## config.mk

```make
export PLATFORM = sky130hd
export DESIGN_NAME = ped_request_conditioner_flat
export DESIGN_NICKNAME = d
export VERILOG_FILES = /design/src/rtl/ped_request_conditioner_if.sv /design/src/rtl/ped_request_conditioner.sv /design/src/flat_wrapper.sv
export SDC_FILE = /design/constraint.sdc
export NUM_CORES = 1
export LEC_CHECK = 0
export ABC_AREA = 1
export BUFFER_PORTS_ARGS = -buffer_cell sky130_fd_sc_hd__buf_2
export CAP_MARGIN = 20
export CELL_PAD_IN_SITES_DETAIL_PLACEMENT = 1
export CELL_PAD_IN_SITES_GLOBAL_PLACEMENT = 2
export CORE_AREA = 2 2 76 78
export DETAILED_ROUTE_END_ITERATION = 8
export DIE_AREA = 0 0 78 80
export GPL_ROUTABILITY_DRIVEN = 0
export PLACE_DENSITY_LB_ADDON = 0.2
export SLEW_MARGIN = 10
export SYNTH_ARGS = -nofsm -noshare
export SYNTH_HDL_FRONTEND = slang
export SYNTH_SLANG_ARGS = --single-unit
```

## constraint.sdc

```tcl
create_clock -name clk -period 1.6 [get_ports clk]
set_input_delay 0.16 -clock clk [delete_from_list [all_inputs] [get_ports clk]]
set_output_delay 0.16 -clock clk [all_outputs]
set_load 0.01 [all_outputs]
```

## src/rtl/ped_request_conditioner_if.sv

```systemverilog
// Signal bundle between the pedestrian request conditioner and its controller/button side.
// state_dbg encoding: 0 = IDLE, 1 = PENDING, 2 = SERVING.
interface ped_request_conditioner_if;
    logic       b_npeaton;
    logic       req_ack;
    logic       ped_phase;
    logic       req;
    logic       press_pulse;
    logic       btn_pressed;
    logic       sol_light;
    logic [7:0] req_count;
    logic [1:0] state_dbg;

    // req/req_ack: req is a level held until the controller answers with a one-cycle
    // req_ack; the request is consumed on the clock edge where req && req_ack.
    modport master (
        output b_npeaton, req_ack, ped_phase,
        input  req, press_pulse, btn_pressed, sol_light, req_count, state_dbg
    );

    modport slave (
        input  b_npeaton, req_ack, ped_phase,
        output req, press_pulse, btn_pressed, sol_light, req_count, state_dbg
    );
endinterface

```

## src/rtl/ped_request_conditioner.sv

```systemverilog
// Pedestrian push-button conditioner: sync, debounce, edge detect, request hold until grant.
// Optional macro PED_LED_BLINK_EN makes the request LED blink at 2 Hz while a request is pending.
module ped_request_conditioner #(
    parameter int FPGAFREQ    = 50_000_000,
    parameter int DEBOUNCE_MS = 20
) (
    input  logic                        clk,
    input  logic                        reset,
    ped_request_conditioner_if.slave    bus
);
    localparam int DB_CYCLES = FPGAFREQ / 1000 * DEBOUNCE_MS;
    localparam int CW        = $clog2(DB_CYCLES + 1);

    typedef enum logic [1:0] {
        IDLE    = 2'd0,
        PENDING = 2'd1,
        SERVING = 2'd2
    } state_t;

    state_t        state;
    logic          sync1, sync2;
    logic          btn_q, btn_d, pulse_q;
    logic [CW-1:0] db_cnt;
    logic          ped_d;
    logic          req_q;
    logic [7:0]    cnt_q;

    // Button path: the raw pin is inverted so all internal levels read 1 = pressed.
    always_ff @(posedge clk or posedge reset) begin
        if (reset) begin
            sync1   <= 1'b0;
            sync2   <= 1'b0;
            btn_q   <= 1'b0;
            btn_d   <= 1'b0;
            pulse_q <= 1'b0;
            db_cnt  <= '0;
        end else begin
            sync1   <= ~bus.b_npeaton;
            sync2   <= sync1;
            btn_d   <= btn_q;
            pulse_q <= btn_q & ~btn_d;
            if (sync2 == btn_q) begin
                db_cnt <= '0;
            end else if (db_cnt == CW'(DB_CYCLES - 1)) begin
                btn_q  <= ~btn_q;
                db_cnt <= '0;
            end else begin
                db_cnt <= db_cnt + CW'(1);
            end
        end
    end

    // Request FSM; req is registered alongside the state so it always equals (state == PENDING).
    always_ff @(posedge clk or posedge reset) begin
        if (reset) begin
            state <= IDLE;
            req_q <= 1'b0;
            cnt_q <= 8'd0;
            ped_d <= 1'b0;
        end else begin
            ped_d <= bus.ped_phase;
            case (state)
                IDLE: begin
                    if (pulse_q && !bus.ped_phase) begin
                        state <= PENDING;
                        req_q <= 1'b1;
                        if (cnt_q != 8'hFF) cnt_q <= cnt_q + 8'd1;
                    end
                end
                PENDING: begin
                    if (bus.req_ack) begin
                        state <= SERVING;
                        req_q <= 1'b0;
                    end
                end
                SERVING: begin
                    if (ped_d && !bus.ped_phase) state <= IDLE;
                end
                default: begin
                    state <= IDLE;
                    req_q <= 1'b0;
                end
            endcase
        end
    end

`ifdef PED_LED_BLINK_EN
    localparam int BLINK_HALF = (FPGAFREQ / 4 >= 1) ? FPGAFREQ / 4 : 1;
    localparam int BW         = $clog2(BLINK_HALF + 1);

    logic          enter_pending;
    logic          stay_pending;
    logic          sol_q;
    logic [BW-1:0] blink_cnt;

    assign enter_pending = (state == IDLE) && pulse_q && !bus.ped_phase;
    assign stay_pending  = (state == PENDING) && !bus.req_ack;

    always_ff @(posedge clk or posedge reset) begin
        if (reset) begin
            sol_q     <= 1'b0;
            blink_cnt <= '0;
        end else if (enter_pending) begin
            sol_q     <= 1'b1;
            blink_cnt <= '0;
        end else if (stay_pending) begin
            if (blink_cnt == BW'(BLINK_HALF - 1)) begin
                sol_q     <= ~sol_q;
                blink_cnt <= '0;
            end else begin
                blink_cnt <= blink_cnt + BW'(1);
            end
        end else begin
            sol_q     <= 1'b0;
            blink_cnt <= '0;
        end
    end

    assign bus.sol_light = sol_q;
`else
    assign bus.sol_light = req_q;
`endif

    assign bus.req         = req_q;
    assign bus.press_pulse = pulse_q;
    assign bus.btn_pressed = btn_q;
    assign bus.req_count   = cnt_q;
    assign bus.state_dbg   = state;
endmodule
```

## src/flat_wrapper.sv

```systemverilog
// flat-port wrapper written by rule: the top's interface ports become plain ports
module ped_request_conditioner_flat 
#(
    parameter int FPGAFREQ    = 50_000_000,
    parameter int DEBOUNCE_MS = 20
)
  (clk, reset, bus_b_npeaton, bus_req_ack, bus_ped_phase, bus_req, bus_press_pulse, bus_btn_pressed, bus_sol_light, bus_req_count, bus_state_dbg);
  ped_request_conditioner_if bus_i ();
  input  logic clk;
  input  logic reset;
  input wire logic [$bits(bus_i.b_npeaton)-1:0] bus_b_npeaton;
  input wire logic [$bits(bus_i.req_ack)-1:0] bus_req_ack;
  input wire logic [$bits(bus_i.ped_phase)-1:0] bus_ped_phase;
  output wire logic [$bits(bus_i.req)-1:0] bus_req;
  output wire logic [$bits(bus_i.press_pulse)-1:0] bus_press_pulse;
  output wire logic [$bits(bus_i.btn_pressed)-1:0] bus_btn_pressed;
  output wire logic [$bits(bus_i.sol_light)-1:0] bus_sol_light;
  output wire logic [$bits(bus_i.req_count)-1:0] bus_req_count;
  output wire logic [$bits(bus_i.state_dbg)-1:0] bus_state_dbg;
  assign bus_i.b_npeaton = bus_b_npeaton;
  assign bus_i.req_ack = bus_req_ack;
  assign bus_i.ped_phase = bus_ped_phase;
  assign bus_req = bus_i.req;
  assign bus_press_pulse = bus_i.press_pulse;
  assign bus_btn_pressed = bus_i.btn_pressed;
  assign bus_sol_light = bus_i.sol_light;
  assign bus_req_count = bus_i.req_count;
  assign bus_state_dbg = bus_i.state_dbg;
  ped_request_conditioner #(.FPGAFREQ(FPGAFREQ), .DEBOUNCE_MS(DEBOUNCE_MS)) u_core (.clk(clk), .reset(reset), .bus(bus_i));
endmodule
```

==> impl_metrics.env, run 1 <==
export IMPL_outcome="finished clean"
export IMPL_placement_rows=27
export IMPL_synth_xor_area_share_pct=8.932
export IMPL_cap_violations=0
export IMPL_synth_top_area_share_pct=49.70
export IMPL_synth_async_reset_ratio_pct=100.0
export IMPL_routedWlPerCell_um=13.26
export IMPL_path_buf_inv=0
export IMPL_rr_startpoint="u_core.bus.req_count[0]"
export IMPL_cp_top_family="simple AND/OR/NAND/NOR gates"
export IMPL_slew_limit_headroom_pct=68.33
export IMPL_antenna_found_initial=0
export IMPL_final_nets=266
export IMPL_cp_data_arrival_time_ns=1.63
export IMPL_synth_warnings=0
export IMPL_setup_ws_ns=0.1614
export IMPL_synthMuxAreaShare_pct=0
export IMPL_power_density_nw_per_um2=757.9
export IMPL_drive_gt1_share_pct=18.08
export IMPL_p_leak_nw=1.024
export IMPL_slowest_delay_ns=0.41
export IMPL_crit_path_end_kind="flop"
export IMPL_critPathRequiredTime_ns=1.79
export IMPL_cts_buffers=5
export IMPL_ys_seq_area_share_pct=49.70
export IMPL_grt_util_all_layers_pct=15.74
export IMPL_synth_main_ff_cell="dfrtp_1"
export IMPL_h_tree_depth=2
export IMPL_synth_cell_types=25
export IMPL_period_share_pct=89.91
export IMPL_grt_overflow=0
export IMPL_yosys_top_cells_area="dfrtp_1, nor2_1, nand2_1, nand3_1, inv_1"
export IMPL_grt_pass1_wl_um=7500
export IMPL_cp_max_fo=9
export IMPL_critPathLaunchType="flop"
export IMPL_dr_first_iter_drc_count=53
export IMPL_drv_slew=0
export IMPL_syn_area_per_cell_um2=8.244
export IMPL_vias=1515
export IMPL_clock_root_buffer="clkbuf_8"
export IMPL_ioPinCount=19
export IMPL_clkSinkCount=37
export IMPL_synth_most_common_cell="nor2_1"
export IMPL_synth_top_area_cell="dfrtp_1"
export IMPL_slowest_stage="dfrtp_1"
export IMPL_vdd_drop_max_mv=0.4384
export IMPL_worst_pin_slew_ns=0.4750
export IMPL_synthTopCellsByCount="nor2_1, nand2_1, dfrtp_1, inv_1, nand3_1"
export IMPL_synthCells=226
export IMPL_syn_area_um2=1863
export IMPL_dr_pass1_iters=4
export IMPL_cts_tree="yes"
export IMPL_synth_seq_cells=37
export IMPL_drt_vias_per_instance=4.563
export IMPL_synth_compound_area_share_pct=2.821
export IMPL_post_dp_hpwl_um=3322
export IMPL_final_hold_viol_count=0
export IMPL_synth_top_family_by_area="simple AND/OR/NAND/NOR gates"
export IMPL_fin_crit_ns=1.439
export IMPL_path_class="flop to flop"
export IMPL_clkTransAtPathRegs_ns=0.08
export IMPL_tns_ns=0
export IMPL_synth_fa_ha_area_share_pct=1.343
export IMPL_die_h_um=80
export IMPL_clock_fmax_mhz=695.1
export IMPL_fin_worst_skew_ns=0.004370
export IMPL_cp_cell_sequence="ha_1, nand3_1, nor2_2, nand3_2, nand2_4, nor2_1, nand2_1, nand2_1"
export IMPL_hp_class="input pin to flop"
export IMPL_crit_start="u_core.bus.req_count[0]"
export IMPL_antenna_left=0
export IMPL_setup_viol_count_final=0
export IMPL_synthToLayoutAreaGrowth_pct=19.07
export IMPL_clk_latency_ns=0.30
export IMPL_yosys_area_share_simple_pct=31.30
export IMPL_pre_cts_slack_ns=0.08004
export IMPL_cts_buffer_depth=2
export IMPL_start_util_pct=34.47
export IMPL_drc=0
export IMPL_grt_setup_unrepaired="false"
export IMPL_dieArea_um2=6240
export IMPL_min_from="bus_req_ack"
export IMPL_diodes=0
export IMPL_routed_wl_um=4401
export IMPL_grt_max_degree=38
export IMPL_post_cts_setup_buffers=0
export IMPL_syn_num_nets=233
export IMPL_grt_pass1_vias=1533
export IMPL_portBuffers=18
export IMPL_cpMostUsedCell="nand2_1"
export IMPL_core_area_um2=5405
export IMPL_die_w_um=78
export IMPL_synth_edf_count=0
[metrics by stage]
stage | hold slack, ns | cells | power [mW] | instance area [µm²] | util, %
after floorplan | 0.1914 | 226 | 1.005 | 1863 | -
after global placement | 0.2809 | 321 | 1.027 | 2083 | 38.54
after detailed placement | 0.2838 | 321 | 1.028 | 2083 | 38.54
after CTS | 0.03463 | 332 | 1.715 | 2201 | 40.72
after global routing | 0.06409 | 332 | 1.754 | 2218 | 41.04
final | 0.04488 | 332 | 1.681 | 2218 | 41.04
[path summary, 6_finish.rpt]
check | to | slack, ns | cells after the start
setup / recovery | u_core.bus.req_count[7] | 0.16 | 8
hold / removal | u_core.bus.state_dbg[0] | 0.04 | 2
setup reg to reg | u_core.bus.req_count[7] | 0.16 | 8
hold reg to reg | u_core.sync2 | 0.36 | 0
max in group asynchronous | u_core.db_cnt[15] | 0.76 | 4
min in group asynchronous | u_core.ped_d | 0.51 | 4
[sequential cells by signal (all words and copies together) (netlist names)]
name,flops
u_core.db_cnt,20
u_core.bus.req_count,8
u_core.bus.state_dbg,2
u_core.btn_d,1
u_core.bus.btn_pressed,1
u_core.bus.press_pulse,1
u_core.bus.req,1
u_core.ped_d,1
u_core.sync1,1
u_core.sync2,1
[where the power goes]
| group | switching (mW) | total [mW] | internal, mW |
|---|---|---|---|
| Combinational | 0.0396 | 0.0604 | 0.0208 |
| Sequential | 0.00647 | 0.951 | 0.944 |
| Clock | 0.363 | 0.670 | 0.307 |
| Total | 0.409 | 1.68 | 1.27 |
[cell type report]
type                       count  area (µm²)
inverter                      26       97.59
tap                           72       90.09
multi-input combinational    161       844.6
timing repair buffer          28       172.7
clock inverter                 2       15.01
sequential                    37       925.9
clock buffer                   6       72.57
fill                         670        3187
[worst register-to-register path, delay by kind of cell (launching register included)]
family / cells / cell delay [ns]
adder cells (fa/ha/maj): 1 / 0.21
flip-flops: 1 / 0.41
AND/OR/NAND/NOR: 7 / 0.72
[cell usage in the layout, fill, tap and decap left out]
cell type	count
nor3_1	2
a21oi_1	3
nand3b_1	1
nand2_1	39
clkbuf_1	1
nand2_4	1
nor2_2	3
nand4_1	2
buf_4	7
nand2_2	3
nor3_2	1
o21ai_0	3
and2_1	1
buf_2	18
clkbuf_8	5
dlygate4sd3_1	3
o21a_1	1
o31ai_1	2
inv_2	1
clkinvlp_4	2
nand3_2	3
inv_1	25
nand3_1	24
dfrtp_1	37
xor2_1	9
or2_2	1
nor2_4	2
nor2_1	48
ha_1	2
xnor2_1	10
[per-layer routing]
metal | routed length, µm | share of wire [%] | GRT usage (%)
met4 | 60 | 1.4 | 5.263
met3 | 106 | 2.4 | 3.394
met2 | 2043 | 46 | 25.60
met1 | 2190 | 50 | 20.85
met5 | 0 | 0 | 0
[cells by family after synthesis]
family	Yosys count
AO/OA/AOI/OAI	9
buffers and inverters	28
flip-flops	37
XOR/XNOR	19
adder cells (fa/ha/maj)	2
AND/OR/NAND/NOR	131
[repair_timing]
action | 4_1_cts | 5_1_grt
hold endpoints to repair | 39 | 0
resized for setup | 0 | 4
hold buffers | 3 | 0
setup endpoints to repair | 0 | 7
Note: power is estimated with default switching activity, not from simulation.
==> run 2: changes to the inputs <==
--- a/config.mk
+++ b/config.mk
@@ -15,6 +15,7 @@
 export DIE_AREA = 0 0 78 80
 export GPL_ROUTABILITY_DRIVEN = 0
 export PLACE_DENSITY_LB_ADDON = 0.2
+export RECOVER_POWER = 25
 export SLEW_MARGIN = 10
 export SYNTH_ARGS = -nofsm -noshare
 export SYNTH_HDL_FRONTEND = slang
==> constraint.sdc (replaced) <==
create_clock -name clk -period 1.6 [get_ports clk]
set_input_delay 0.08 -clock clk [delete_from_list [all_inputs] [get_ports clk]]
set_output_delay 0.08 -clock clk [all_outputs]
set_load 0.01 [all_outputs]
==> run 2 against run 1 <==
Design area rose by 0.28%. Maximum frequency fell by 0.17%. Combinational power rose by 1%. Via count fell by 0.73%. Clock power barely moved. Sequential share of layout area fell by 0.12 points. Setup slack got worse by 0.0024 ns. Critical path depth did not move. Sequential power barely moved. Largest cell class unchanged.
==> impl_metrics.env, run 2 (same netlist as run 1, synthesis figures left out) <==
export IMPL_critPathLaunchType="flop"
export IMPL_grt_use_met1_pct=20.85
export IMPL_dieArea_um2=6240
export IMPL_crit_path_end_kind="flop"
export IMPL_ff2ff_path_depth=8
export IMPL_slowest_delay_ns=0.41
export IMPL_cp_cell_sequence="ha_1, nand3_1, nor2_2, nand3_2, nand2_4, nor2_1, nand2_1, nand2_1"
export IMPL_die_w_um=78
export IMPL_core_area_um2=5405
export IMPL_clock_power_share_pct=39.9
export IMPL_h_tree_depth=2
export IMPL_intPower_mw=1.272
export IMPL_final_nets=267
export IMPL_sequentialPowerShare_pct=56.5
export IMPL_path_class="flop to flop"
export IMPL_drt_vias_per_instance=4.517
export IMPL_hp_class="flop to flop"
export IMPL_swShare_pct=24.41
export IMPL_dr_first_iter_drc_count=49
export IMPL_grt_pass1_wl_um=7500
export IMPL_vdd_drop_max_mv=0.4385
export IMPL_slew_limit_headroom_pct=37.50
export IMPL_grt_setup_unrepaired="false"
export IMPL_die_h_um=80
export IMPL_clock_fmax_mhz=693.9
export IMPL_drc=0
export IMPL_cts_buffers=5
export IMPL_cts_buffer_depth=2
export IMPL_largest_reg_flops=20
export IMPL_synthToLayoutAreaGrowth_pct=19.41
export IMPL_grt_overflow=0
export IMPL_vias=1504
export IMPL_placement_rows=27
export IMPL_clkTransAtPathRegs_ns=0.08
export IMPL_post_dp_hpwl_um=3322
export IMPL_met2_usage_pct=25.60
export IMPL_p_leak_nw=1.025
export IMPL_layout_commonest_cell="nor2_1"
export IMPL_p_switching_uw=411.0
export IMPL_cpMostUsedCell="nand2_1"
export IMPL_power_density_nw_per_um2=756.7
export IMPL_clock_root_buffer="clkbuf_8"
export IMPL_rrSetupSlack_ns=0.16
export IMPL_combPwrFrac_pct=3.6
export IMPL_grt_pass1_vias=1534
export IMPL_cts_tree="yes"
export IMPL_drive_gt1_share_pct=17.62
export IMPL_start_util_pct=34.47
export IMPL_drv_slew=0
export IMPL_routedWlPerCell_um=13.23
export IMPL_hold_end="u_core.sync2"
export IMPL_post_cts_setup_buffers=0
export IMPL_tns_ns=0
export IMPL_setup_viol_count_final=0
export IMPL_antenna_found_initial=0
export IMPL_period_share_pct=90.06
export IMPL_gr_usage_met3_pct=3.394
export IMPL_cp_max_fo=9
export IMPL_ioPinCount=19
export IMPL_antenna_left=0
export IMPL_busiest_layer="met2"
export IMPL_worst_pin_slew_ns=0.9375
export IMPL_final_hold_viol_count=0
export IMPL_fin_crit_ns=1.441
export IMPL_instances_no_fill=333
export IMPL_fillers=672
export IMPL_min_from="u_core.sync1"
export IMPL_reg2reg_to="u_core.bus.req_count[7]"
export IMPL_regArea_um2=925.9
export IMPL_dp_cells=321
export IMPL_dr_pass1_iters=4
export IMPL_p_total_mw=1.683
export IMPL_cp_data_arrival_time_ns=1.63
export IMPL_clkSinkCount=37
export IMPL_outcome="finished clean"
export IMPL_slowest_stage="dfrtp_1"
export IMPL_cap_violations=0
export IMPL_final_cell_mix="nor2_1, nand2_1, dfrtp_1"
export IMPL_grt_max_degree=38
export IMPL_whs_path_depth=0
export IMPL_multiInputGateArea_um2=844.6
export IMPL_diodes=0
export IMPL_regMostFlops="u_core.db_cnt"
export IMPL_critPathRequiredTime_ns=1.79
export IMPL_clk_latency_ns=0.30
export IMPL_portBuffers=18
export IMPL_grt_util_all_layers_pct=15.74
export IMPL_routed_wl_um=4404
export IMPL_fin_worst_skew_ns=0.004052
export IMPL_rr_startpoint="u_core.bus.req_count[0]"
run 2: changes by cell type in the layout (fill, tap and decap cells not counted):
cell	change
dlygate4sd3_1	+1
clkbuf_2	+1
clkbuf_1	+1
buf_4	-1
buf_2	-1
run 2: timing repair:
| item | CTS | global route |
|---|---|---|
| endpoints found under the hold margin | 40 | 0 |
| resized for setup | 0 | 4 |
| hold buffers | 4 | 0 |
| setup endpoints to repair | 0 | 7 |
run 2: stage by stage:
step	area, µm²	hold slack (ns)	worst slack [ns]	util, %
6_report	2225	0.3633	0.1590	41.16
5_1_grt	2225	0.3798	0.001825	41.16
4_1_cts	2211	0.3654	0.05729	40.90
3_5_place_dp	2083	0.2038	0.08004	38.54
3_3_place_gp	2083	0.2009	0.1054	38.54
2_1_floorplan	1863	0.1114	0.2021	-
run 2: layer usage:
layer,wire [µm],part of all wire (%)
met2,2020,46
met5,0,0
met3,105,2.4
met4,60,1.4
met1,2218,50
run 2: layout make-up:
type	instances	area share [%]
multi-input combinational	161	37.96
timing repair buffer	29	8.043
tap	72	4.050
clock inverter	2	0.6749
clock buffer	6	3.262
sequential	37	41.62
inverter	26	4.387
run 2: worst max-delay path, delay by kind of cell, from the launching register on:
kind	cells	cell delay (ns)
adders and majority gates	1	0.21
DFF	1	0.41
and+or+nand+nor	7	0.72
run 2: how the worst max path moves through the flow:
stage,start,endpoint,slack (ns),depth (start not counted)
2_1_floorplan,u_core.bus.req_count[0],u_core.bus.req_count[7],0.20,8
3_3_place_gp,u_core.bus.req_count[0],u_core.bus.req_count[1],0.11,8
3_5_place_dp,u_core.bus.req_count[0],u_core.bus.req_count[1],0.08,8
4_1_cts,u_core.bus.req_count[0],u_core.bus.req_count[7],0.06,8
5_1_grt,u_core.db_cnt[0],u_core.db_cnt[14],0.002,8
6_report,u_core.bus.req_count[0],u_core.bus.req_count[7],0.16,8
run 2: power by group through the flow:
stage                     sequential [mW]  combinational (mW)  clock, mW
final                               0.951              0.0611      0.672
after detailed placement            0.969              0.0590          0
after global routing                0.952              0.0708      0.732
after global placement              0.969              0.0583          0
after CTS                           0.951              0.0660      0.701
after floorplan                     0.968              0.0368          0
==> run 3: changes to the inputs <==
==> constraint.sdc (replaced) <==
create_clock -name clk -period 1.33 [get_ports clk]
set_input_delay 0.0665 -clock clk [delete_from_list [all_inputs] [get_ports clk]]
set_output_delay 0.0665 -clock clk [all_outputs]
set_load 0.01 [all_outputs]
==> run 3 against run 2 <==
Sequential power rose by 21%. Non-clock buffer count rose by 22. Clock skew is 0.0063 ns higher. Clock-buffer cell count decreased by 1. Maximum frequency is 8.7% higher. Clock power grew 23%. Die area unchanged. Critical path type unchanged. Largest power group unchanged.
==> impl_metrics.env, run 3 (same netlist as run 1, synthesis figures left out) <==
export IMPL_cp_max_fo=4
export IMPL_rr_startpoint="u_core.db_cnt[0]"
export IMPL_drc=0
export IMPL_h_tree_depth=2
export IMPL_combPwrFrac_pct=4.8
export IMPL_critPathRequiredTime_ns=1.56
export IMPL_final_hold_viol_count=0
export IMPL_synthToLayoutAreaGrowth_pct=42.24
export IMPL_cts_buffer_depth=2
export IMPL_clock_fmax_mhz=754.1
export IMPL_ioPinCount=19
export IMPL_layout_commonest_cell="nor2_1"
export IMPL_grt_setup_unrepaired="true"
export IMPL_final_core_util_pct=49.03
export IMPL_vias=1622
export IMPL_crit_path_end_kind="flop"
export IMPL_placement_rows=27
export IMPL_dieArea_um2=6240
export IMPL_clkSinkCount=37
export IMPL_vdd_drop_max_mv=0.4867
export IMPL_fin_worst_skew_ns=0.01031
export IMPL_slew_limit_headroom_pct=43.08
export IMPL_path_class="flop to flop"
export IMPL_grt_overflow=0
export IMPL_routed_wl_um=4856
export IMPL_clock_root_buffer="clkbuf_8"
export IMPL_clkTransAtPathRegs_ns=0.08
export IMPL_grt_max_degree=38
export IMPL_swShare_pct=25.23
export IMPL_hold_end="u_core.sync2"
export IMPL_setup_viol_count_final=0
export IMPL_p_switching_uw=522.3
export IMPL_hp_class="flop to flop"
export IMPL_worst_pin_slew_ns=0.8538
export IMPL_drt_vias_per_instance=4.556
export IMPL_critPathLaunchType="flop"
export IMPL_diodes=0
export IMPL_drv_slew=0
export IMPL_clk_latency_ns=0.30
export IMPL_pre_cts_slack_ns=-0.1244
export IMPL_regMostFlops="u_core.db_cnt"
export IMPL_grt_util_all_layers_pct=17.45
export IMPL_routedWlPerCell_um=13.64
export IMPL_largest_reg_flops=20
export IMPL_power_density_nw_per_um2=781.1
export IMPL_cts_tree="yes"
export IMPL_post_dp_hpwl_um=3409
export IMPL_grt_pass1_wl_um=8314
export IMPL_drive_gt1_share_pct=39.44
export IMPL_period_share_pct=99.71
export IMPL_antenna_found_initial=0
export IMPL_whs_path_depth=0
export IMPL_clock_power_share_pct=39.8
export IMPL_final_nets=290
export IMPL_intPower_mw=1.548
export IMPL_final_cell_mix="nor2_1, nand2_1, dfrtp_1"
export IMPL_portBuffers=18
export IMPL_die_h_um=80
export IMPL_min_from="u_core.sync1"
export IMPL_grt_pass1_vias=1746
export IMPL_start_util_pct=34.47
export IMPL_reg2reg_to="u_core.db_cnt[5]"
export IMPL_cap_violations=0
export IMPL_die_w_um=78
export IMPL_cp_data_arrival_time_ns=1.55
export IMPL_fin_crit_ns=1.326
export IMPL_dr_pass1_iters=4
export IMPL_dr_first_iter_drc_count=60
export IMPL_antenna_left=0
export IMPL_outcome="finished clean"
export IMPL_sequentialPowerShare_pct=55.3
export IMPL_rrSetupSlack_ns=0.004
export IMPL_setup_ws_ns=0.003876
export IMPL_p_leak_nw=1.171
export IMPL_core_area_um2=5405
export IMPL_cts_buffers=5
export IMPL_ff2ff_path_depth=7
run 3: worst max-delay path by stage:
stage | cells after the start | start | endpoint | slack [ns]
2_1_floorplan | 8 | u_core.bus.req_count[0] | u_core.bus.req_count[7] | -0.04
3_3_place_gp | 6 | u_core.db_cnt[0] | u_core.db_cnt[18] | -0.10
3_5_place_dp | 6 | u_core.db_cnt[0] | u_core.db_cnt[3] | -0.12
4_1_cts | 8 | u_core.db_cnt[1] | u_core.db_cnt[14] | -0.003
5_1_grt | 7 | u_core.db_cnt[0] | u_core.db_cnt[7] | -0.09
6_report | 7 | u_core.db_cnt[0] | u_core.db_cnt[5] | 0.004
run 3: what timing repair did:
item	in CTS	in global routing
buffers inserted	5	4
pin swaps	5	14
hold buffers	4	0
hold endpoints to repair	40	0
endpoints found under the setup margin	21	26
gates cloned	1	0
resized for setup	16	46
run 3: per-stage QoR:
stage                     cell area, µm²  hold WS, ns    TNS, ns  cells  power, mW
after global placement              2201       0.1881     -1.007    334      1.241
after CTS                           2451       0.3651  -0.002538    352      2.103
after global routing                2650       0.3746     -1.550    356      2.165
after detailed placement            2201       0.1940     -1.389    334      1.241
after floorplan                     1883      0.09793    -0.1126    226      1.209
final                               2650       0.3620          0    356      2.070
run 3: layout make-up:
cell class                 count  area [µm²]
multi-input combinational    162        1085
timing repair buffer          51       347.8
clock buffer                   5       68.82
inverter                      26       102.6
tap                           72       90.09
fill                         651        2755
sequential                    37       934.6
clock inverter                 3       21.27
run 3: metal layers:
metal,up-vias,routed length [µm],share of wire (%),GRT usage [%]
met2,18,2295,47,27.84
met3,9,130,2.7,3.846
li1,816,-,-,-
met1,779,2339,48,23.34
met4,0,91,1.9,6.316
met5,-,0,0,0
run 3: power groups by stage:
stage	sequential (mW)	clock (mW)	combinational, mW
after floorplan	1.16	0	0.0443
after global placement	1.17	0	0.0754
after detailed placement	1.17	0	0.0754
after CTS	1.15	0.861	0.0977
after global routing	1.15	0.901	0.116
final	1.15	0.825	0.0998
run 3: worst max-delay path: stages (launching register included):
cell,delay (ns)
dfrtp_1,0.40
buf_4,0.13
inv_1,0.05
nor2_4,0.19
nand3_4,0.12
buf_4,0.16
xor2_2,0.13
nor2_1,0.08
